### src/rtl/bram_stream_reader_if.sv
// Memory read port and output stream of bram_stream_reader.
// master = reader side, slave = memory plus stream sink side.
interface bram_stream_reader_if #(
  parameter int unsigned ADDR_W = 12
);
  logic              mem_rd_en;
  logic [ADDR_W-1:0] mem_rd_addr;
  logic [15:0]       mem_rd_data;
  logic              m_valid;
  logic              m_ready;
  logic [15:0]       m_data;
  logic              m_last;

  modport master (
    output mem_rd_en, mem_rd_addr,
    input  mem_rd_data,
    output m_valid, m_data, m_last,
    input  m_ready
  );

  modport slave (
    input  mem_rd_en, mem_rd_addr,
    output mem_rd_data,
    input  m_valid, m_data, m_last,
    output m_ready
  );
endinterface

### src/rtl/bram_stream_reader.sv
// Burst reader: streams count words from a 1-cycle-latency BRAM through a 2-entry FIFO.
// Optional running checksum enabled by defining BRAM_READER_CHECKSUM_EN.
module bram_stream_reader #(
  parameter int unsigned NUM_BLOCKS = 16,
  localparam int unsigned ADDR_W = 8 + $clog2(NUM_BLOCKS)
) (
  input  logic                clk,
  input  logic                resetn,
  input  logic                start,
  input  logic [ADDR_W-1:0]   base_addr,
  input  logic [ADDR_W:0]     count,
  output logic                busy,
  output logic                done,
  output logic [15:0]         checksum,
  bram_stream_reader_if.master bus
);

  typedef enum logic [1:0] {StIdle, StRun, StDrain} state_e;

  localparam logic [ADDR_W:0]   CntOne  = {{ADDR_W{1'b0}}, 1'b1};
  localparam logic [ADDR_W-1:0] AddrOne = {{(ADDR_W-1){1'b0}}, 1'b1};

  state_e            state_q, state_d;
  logic [ADDR_W-1:0] rd_addr_q;
  logic [ADDR_W:0]   issue_left_q;
  logic [ADDR_W:0]   words_left_q;
  logic              rd_pend_q;
  logic [15:0]       fifo_q [2];
  logic              wr_ptr_q, rd_ptr_q;
  logic [1:0]        occ_q;
  logic              done_q, done_d;

  logic              accept, rd_en, valid, xfer;
  logic [1:0]        credit;
  logic [15:0]       data;

  assign valid  = (occ_q != 2'd0);
  assign xfer   = valid & bus.m_ready;
  assign data   = valid ? fifo_q[rd_ptr_q] : 16'h0000;
  // A word leaving this cycle frees its slot, which keeps reads back to back.
  assign credit = occ_q + {1'b0, rd_pend_q} - {1'b0, xfer};

  always_comb begin
    state_d = state_q;
    accept  = 1'b0;
    rd_en   = 1'b0;
    done_d  = 1'b0;
    unique case (state_q)
      StIdle: begin
        if (start) begin
          accept = 1'b1;
          if (count == '0) begin
            done_d = 1'b1;
          end else begin
            state_d = StRun;
          end
        end
      end
      StRun: begin
        rd_en = (credit < 2'd2);
        if (rd_en && issue_left_q == CntOne) begin
          state_d = StDrain;
        end
      end
      StDrain: begin
        if (xfer && words_left_q == CntOne) begin
          state_d = StIdle;
          done_d  = 1'b1;
        end
      end
      default: state_d = StIdle;
    endcase
  end

  always_ff @(posedge clk or negedge resetn) begin
    if (!resetn) begin
      state_q <= StIdle;
      done_q  <= 1'b0;
    end else begin
      state_q <= state_d;
      done_q  <= done_d;
    end
  end

  always_ff @(posedge clk or negedge resetn) begin
    if (!resetn) begin
      rd_addr_q    <= '0;
      issue_left_q <= '0;
      words_left_q <= '0;
      rd_pend_q    <= 1'b0;
      fifo_q[0]    <= '0;
      fifo_q[1]    <= '0;
      wr_ptr_q     <= 1'b0;
      rd_ptr_q     <= 1'b0;
      occ_q        <= '0;
    end else begin
      rd_pend_q <= rd_en;
      if (accept) begin
        rd_addr_q    <= base_addr;
        issue_left_q <= count;
        words_left_q <= count;
      end
      if (rd_en) begin
        rd_addr_q    <= rd_addr_q + AddrOne;
        issue_left_q <= issue_left_q - CntOne;
      end
      if (rd_pend_q) begin
        fifo_q[wr_ptr_q] <= bus.mem_rd_data;
        wr_ptr_q         <= ~wr_ptr_q;
      end
      if (xfer) begin
        rd_ptr_q     <= ~rd_ptr_q;
        words_left_q <= words_left_q - CntOne;
      end
      occ_q <= occ_q + {1'b0, rd_pend_q} - {1'b0, xfer};
    end
  end

  assign busy            = (state_q != StIdle);
  assign done            = done_q;
  assign bus.mem_rd_en   = rd_en;
  assign bus.mem_rd_addr = rd_addr_q;
  assign bus.m_valid     = valid;
  assign bus.m_data      = data;
  assign bus.m_last      = valid && (words_left_q == CntOne);

`ifdef BRAM_READER_CHECKSUM_EN
  logic [15:0] checksum_q;

  always_ff @(posedge clk or negedge resetn) begin
    if (!resetn) begin
      checksum_q <= '0;
    end else if (accept) begin
      checksum_q <= '0;
    end else if (xfer) begin
      checksum_q <= checksum_q + data;
    end
  end

  assign checksum = checksum_q;
`else
  assign checksum = 16'h0000;
`endif

endmodule

### src/flat_wrapper.sv
// flat-port wrapper written by rule: the top's interface ports become plain ports
module bram_stream_reader_flat 
#(
  parameter int unsigned NUM_BLOCKS = 16,
  localparam int unsigned ADDR_W = 8 + $clog2(NUM_BLOCKS)
)
  (clk, resetn, start, base_addr, count, busy, done, checksum, bus_mem_rd_en, bus_mem_rd_addr, bus_mem_rd_data, bus_m_valid, bus_m_data, bus_m_last, bus_m_ready);
  bram_stream_reader_if #(.ADDR_W(12)) bus_i ();
  input  logic clk;
  input  logic resetn;
  input  logic start;
  input  logic [ADDR_W-1:0] base_addr;
  input  logic [ADDR_W:0] count;
  output logic busy;
  output logic done;
  output logic [15:0] checksum;
  output wire logic [$bits(bus_i.mem_rd_en)-1:0] bus_mem_rd_en;
  output wire logic [$bits(bus_i.mem_rd_addr)-1:0] bus_mem_rd_addr;
  input wire logic [$bits(bus_i.mem_rd_data)-1:0] bus_mem_rd_data;
  output wire logic [$bits(bus_i.m_valid)-1:0] bus_m_valid;
  output wire logic [$bits(bus_i.m_data)-1:0] bus_m_data;
  output wire logic [$bits(bus_i.m_last)-1:0] bus_m_last;
  input wire logic [$bits(bus_i.m_ready)-1:0] bus_m_ready;
  assign bus_mem_rd_en = bus_i.mem_rd_en;
  assign bus_mem_rd_addr = bus_i.mem_rd_addr;
  assign bus_i.mem_rd_data = bus_mem_rd_data;
  assign bus_m_valid = bus_i.m_valid;
  assign bus_m_data = bus_i.m_data;
  assign bus_m_last = bus_i.m_last;
  assign bus_i.m_ready = bus_m_ready;
  bram_stream_reader #(.NUM_BLOCKS(NUM_BLOCKS)) u_core (.clk(clk), .resetn(resetn), .start(start), .base_addr(base_addr), .count(count), .busy(busy), .done(done), .checksum(checksum), .bus(bus_i));
endmodule
### config.mk
export PLATFORM = sky130hd
export DESIGN_NAME = bram_stream_reader_flat
export DESIGN_NICKNAME = d
export VERILOG_FILES = /design/src/rtl/bram_stream_reader_if.sv /design/src/rtl/bram_stream_reader.sv /design/src/flat_wrapper.sv
export SDC_FILE = /design/constraint.sdc
export NUM_CORES = 1
export LEC_CHECK = 0
export ABC_AREA = 0
export CAP_MARGIN = 40
export CORE_MARGIN = 4
export CORE_UTILIZATION = 48
export DETAILED_ROUTE_END_ITERATION = 6
export GPL_TIMING_DRIVEN = 1
export HOLD_SLACK_MARGIN = 0.12
export PLACE_DENSITY = 0.77
export SYNTH_ARGS = -nofsm -noshare
export SYNTH_HDL_FRONTEND = slang
export SYNTH_SLANG_ARGS = --single-unit
### constraint.sdc
create_clock -name clk -period 3.5 [get_ports clk]
set_clock_uncertainty 0.2 [all_clocks]
set_input_delay 0.35 -clock clk [delete_from_list [all_inputs] [get_ports clk]]
set_output_delay 0.35 -clock clk [all_outputs]
set_load 0.01 [all_outputs]
==> results.toml <==
[clock_network]
cts_setup_buffers = 0
insertion_delay_ps = 360
cts_resized = 0
cts_root_buf = "clkbuf_8"
cts.sinks = 78
clk_path_buf_depth = 2
cts_made_buffers = 9
clkSlewWorstSetupHoldPaths_ps = 90
hold_buffers = 1
cts_tree = "built"
htree_levels = 3

[cells_and_area]
final_common_cell = "dfrtp_1"
drive_above_1_share_pct = 14.1
utilization_pct = 63.2
area_growth_pct = 26.3
antenna_cells = 0
final_cell_mix = "dfrtp_1 (78), clkdlybuf4s50_1 (76), nor2_1 (51), mux2_2 (35), nand2_1 (33)"
fin_nets = 544

[placement]
place_congestion = 0.850
dpl.hpwl_mm = 7.24
io_buffers = 77

[worst_setup_path]
cp-start-kind = "flop"
crit_path_end_kind = "output pin"
startpoint = "u_core.occ_q[1]"
crit_path_end = "bus_mem_rd_en"
rr_worst_depth = 9
crit_required_ps = 2950
reg2reg_slack_ps = 860
critical_path_class = "flop to output pin"
worstPathMaxFanout = 10
r2r_start = "u_core.occ_q[1]"
cp.arrival_ps = 2470
reg2reg_to = "u_core.bus.mem_rd_addr[5]"

[routing]
wl_met3_microns = 730
met1Wirelength_mm = 4.10
drtPass1Iterations = 4
wl_met2_mm = 5.10
route.detailed.drc = 0
wirelength_mm = 10.0
ant_nets = 0
drt_iter0_markers = 165
viasPerCell = 5.71
top_layer = "met4"
wl_per_cell_microns = 16.6
vias = 3443

[pwr]
swShare_pct = 39.4
vdd_drop_max_mv = 0.470
p_seq_share_pct = 34.3
clkPwrFrac_pct = 14.0
combPwrFrac_pct = 51.7
power.density_mw_per_mm2 = 955
power.leakage_uw = 0.00222
power.switching_uw = 1980
intPower_uw = 3050

[sta]
slew-limit-headroom_pct = 51.6
period_needed_ps = 3020
fin_crit_sh_pct = 86.3
hold_violations = 0
max_freq_ghz = 0.331
rsz0062_at_grt = "false"
setup_violations = 0
totalNegativeSetupSlack_ps = 0
maxSlewViolCount = 0
worstMarginPinSlew_ps = 725

[worst_hold_path]
hold_class = "primary input to async pin"

[outcome]
status = "complete, no violations"

[floorplanning]
fp.dieH_microns = 101
initial_utilization_pct = 50.0
rows = 33
dieArea_sq_mm = 0.0102
core_area_sq_mm = 0.00834
pin_count = 94
die_w_microns = 101

[global_routing]
grt_antenna_before_repair = 0
grt-ovfl-total = 0
grt_max_degree = 45
grt_pass1_wl_mm = 16.6
first_global_vias = 3496
grtUsageTotal_pct = 20.3

[logic_synthesis]
netlist_instances = 414
ys_seq_area_share_pct = 46.8
synth_edf_count = 0
synth_cell_types = 56
synth_flop_cell = "dfrtp_1"
post_synth.cell_area_avg_sq_um = 10.1
syn_area_sq_mm = 0.00417
ys_ff_latch = 78
async_reset_ff_share_pct = 100
synth_warnings = 0

[job]
maxCapViolations = 0
[critical path, cell delays in order (launching register included)]
cell and delay, ps:
dfrtp_1 430, o21ai_1 220, xnor2_1 150, ha_1 220, and2_1 150, mux2i_2 80, inv_1 260, clkdlybuf4s50_1 600
[cell usage after synthesis (2+ instances only)]
cell type | n | share of area, %
clkbuf_1 | 14 | 1.3
xnor2_1 | 4 | 0.84
nand2_1 | 33 | 3.0
o21ai_0 | 8 | 0.96
mux2i_1 | 19 | 4.6
nand3_1 | 11 | 1.3
or3_1 | 4 | 0.60
or4_4 | 2 | 0.54
a211o_1 | 4 | 0.84
inv_1 | 13 | 1.2
a32oi_1 | 2 | 0.42
and2_1 | 3 | 0.45
nor3_1 | 15 | 1.8
a221o_1 | 7 | 1.7
nor4_1 | 9 | 1.4
or4_1 | 2 | 0.36
nor3b_1 | 4 | 0.72
buf_4 | 16 | 2.9
o211ai_1 | 8 | 1.4
o32ai_1 | 2 | 0.42
nor2b_1 | 3 | 0.45
o311ai_0 | 7 | 1.5
a311oi_1 | 4 | 0.84
and3_1 | 5 | 0.75
nor2_1 | 51 | 4.6
ha_1 | 6 | 1.8
dfrtp_1 | 78 | 47
o21a_1 | 3 | 0.54
a21oi_1 | 11 | 1.3
buf_2 | 4 | 0.48
o22ai_1 | 3 | 0.45
mux2_2 | 35 | 9.5
[power groups by stage]
stage | clock network (uW) | logic [uW] | registers (uW)
finish | 706 | 2600 | 1720
global route | 754 | 2880 | 1790
CTS | 721 | 2630 | 1720
detailed placement | 0 | 2620 | 1730
global placement | 0 | 2470 | 1740
floorplan | 0 | 1670 | 1650
[per-layer routing]
metal	vias to the layer above	GRT usage, %
li1	1627	-
met1	1684	25.1
met5	-	0
met4	0	4.81
met3	8	5.37
met2	124	35.5
[cells by family after synthesis]
| kind of cell | count (synthesis) | synth area share [%] |
|---|---|---|
| AND/OR/NAND/NOR | 150 | 17.4 |
| XOR/XNOR | 5 | 1.05 |
| multiplexers | 54 | 14.0 |
| buffers and inverters | 48 | 5.88 |
| other | 1 | 0.0899 |
| adder cells (fa/ha/maj) | 6 | 1.80 |
| AO/OA/AOI/OAI | 72 | 13.0 |
| flip-flops | 78 | 46.8 |
[flip-flops by register name (all words and copies together) (netlist names), 2 cells and up]
name                    flops
u_core.words_left_q        13
u_core.bus.mem_rd_addr     12
u_core.issue_left_q        13
u_core.occ_q                2
u_core.fifo_q              32
u_core.state_q              2
[per-stage QoR]
stage,worst slack [ps],std cells,hold WS (ps),area (sq um),power (uW)
finish,480,603,291,5270,5030
CTS,437,603,282,5270,5070
detailed placement,482,586,138,5050,4350
global placement,492,584,276,5000,4210
global route,271,603,315,5270,5430
floorplan,728,429,-146,4230,3320
[area by class of cell]
| cell class | instances | area (sq um) |
|---|---|---|
| fillers | 667 | 3070 |
| multi-input cells | 303 | 2040 |
| flip-flops and latches | 78 | 1950 |
| repair buffers | 88 | 893 |
| well taps | 105 | 131 |
| clock buffers | 9 | 124 |
| clock inverters | 7 | 80.1 |
| inverters | 13 | 48.8 |
[worst min-delay path by stage]
stage | from | end | slack (ps)
finish | resetn | u_core.fifo_q[31] | 290
CTS | resetn | u_core.fifo_q[22] | 280
detailed placement | resetn | u_core.fifo_q[31] | 140
global placement | u_core.wr_ptr_q | u_core.wr_ptr_q | 280
floorplan | resetn | u_core.bus.mem_rd_addr[0] | -150
global route | resetn | u_core.fifo_q[22] | 320
Power figures use the tool's default switching activity.
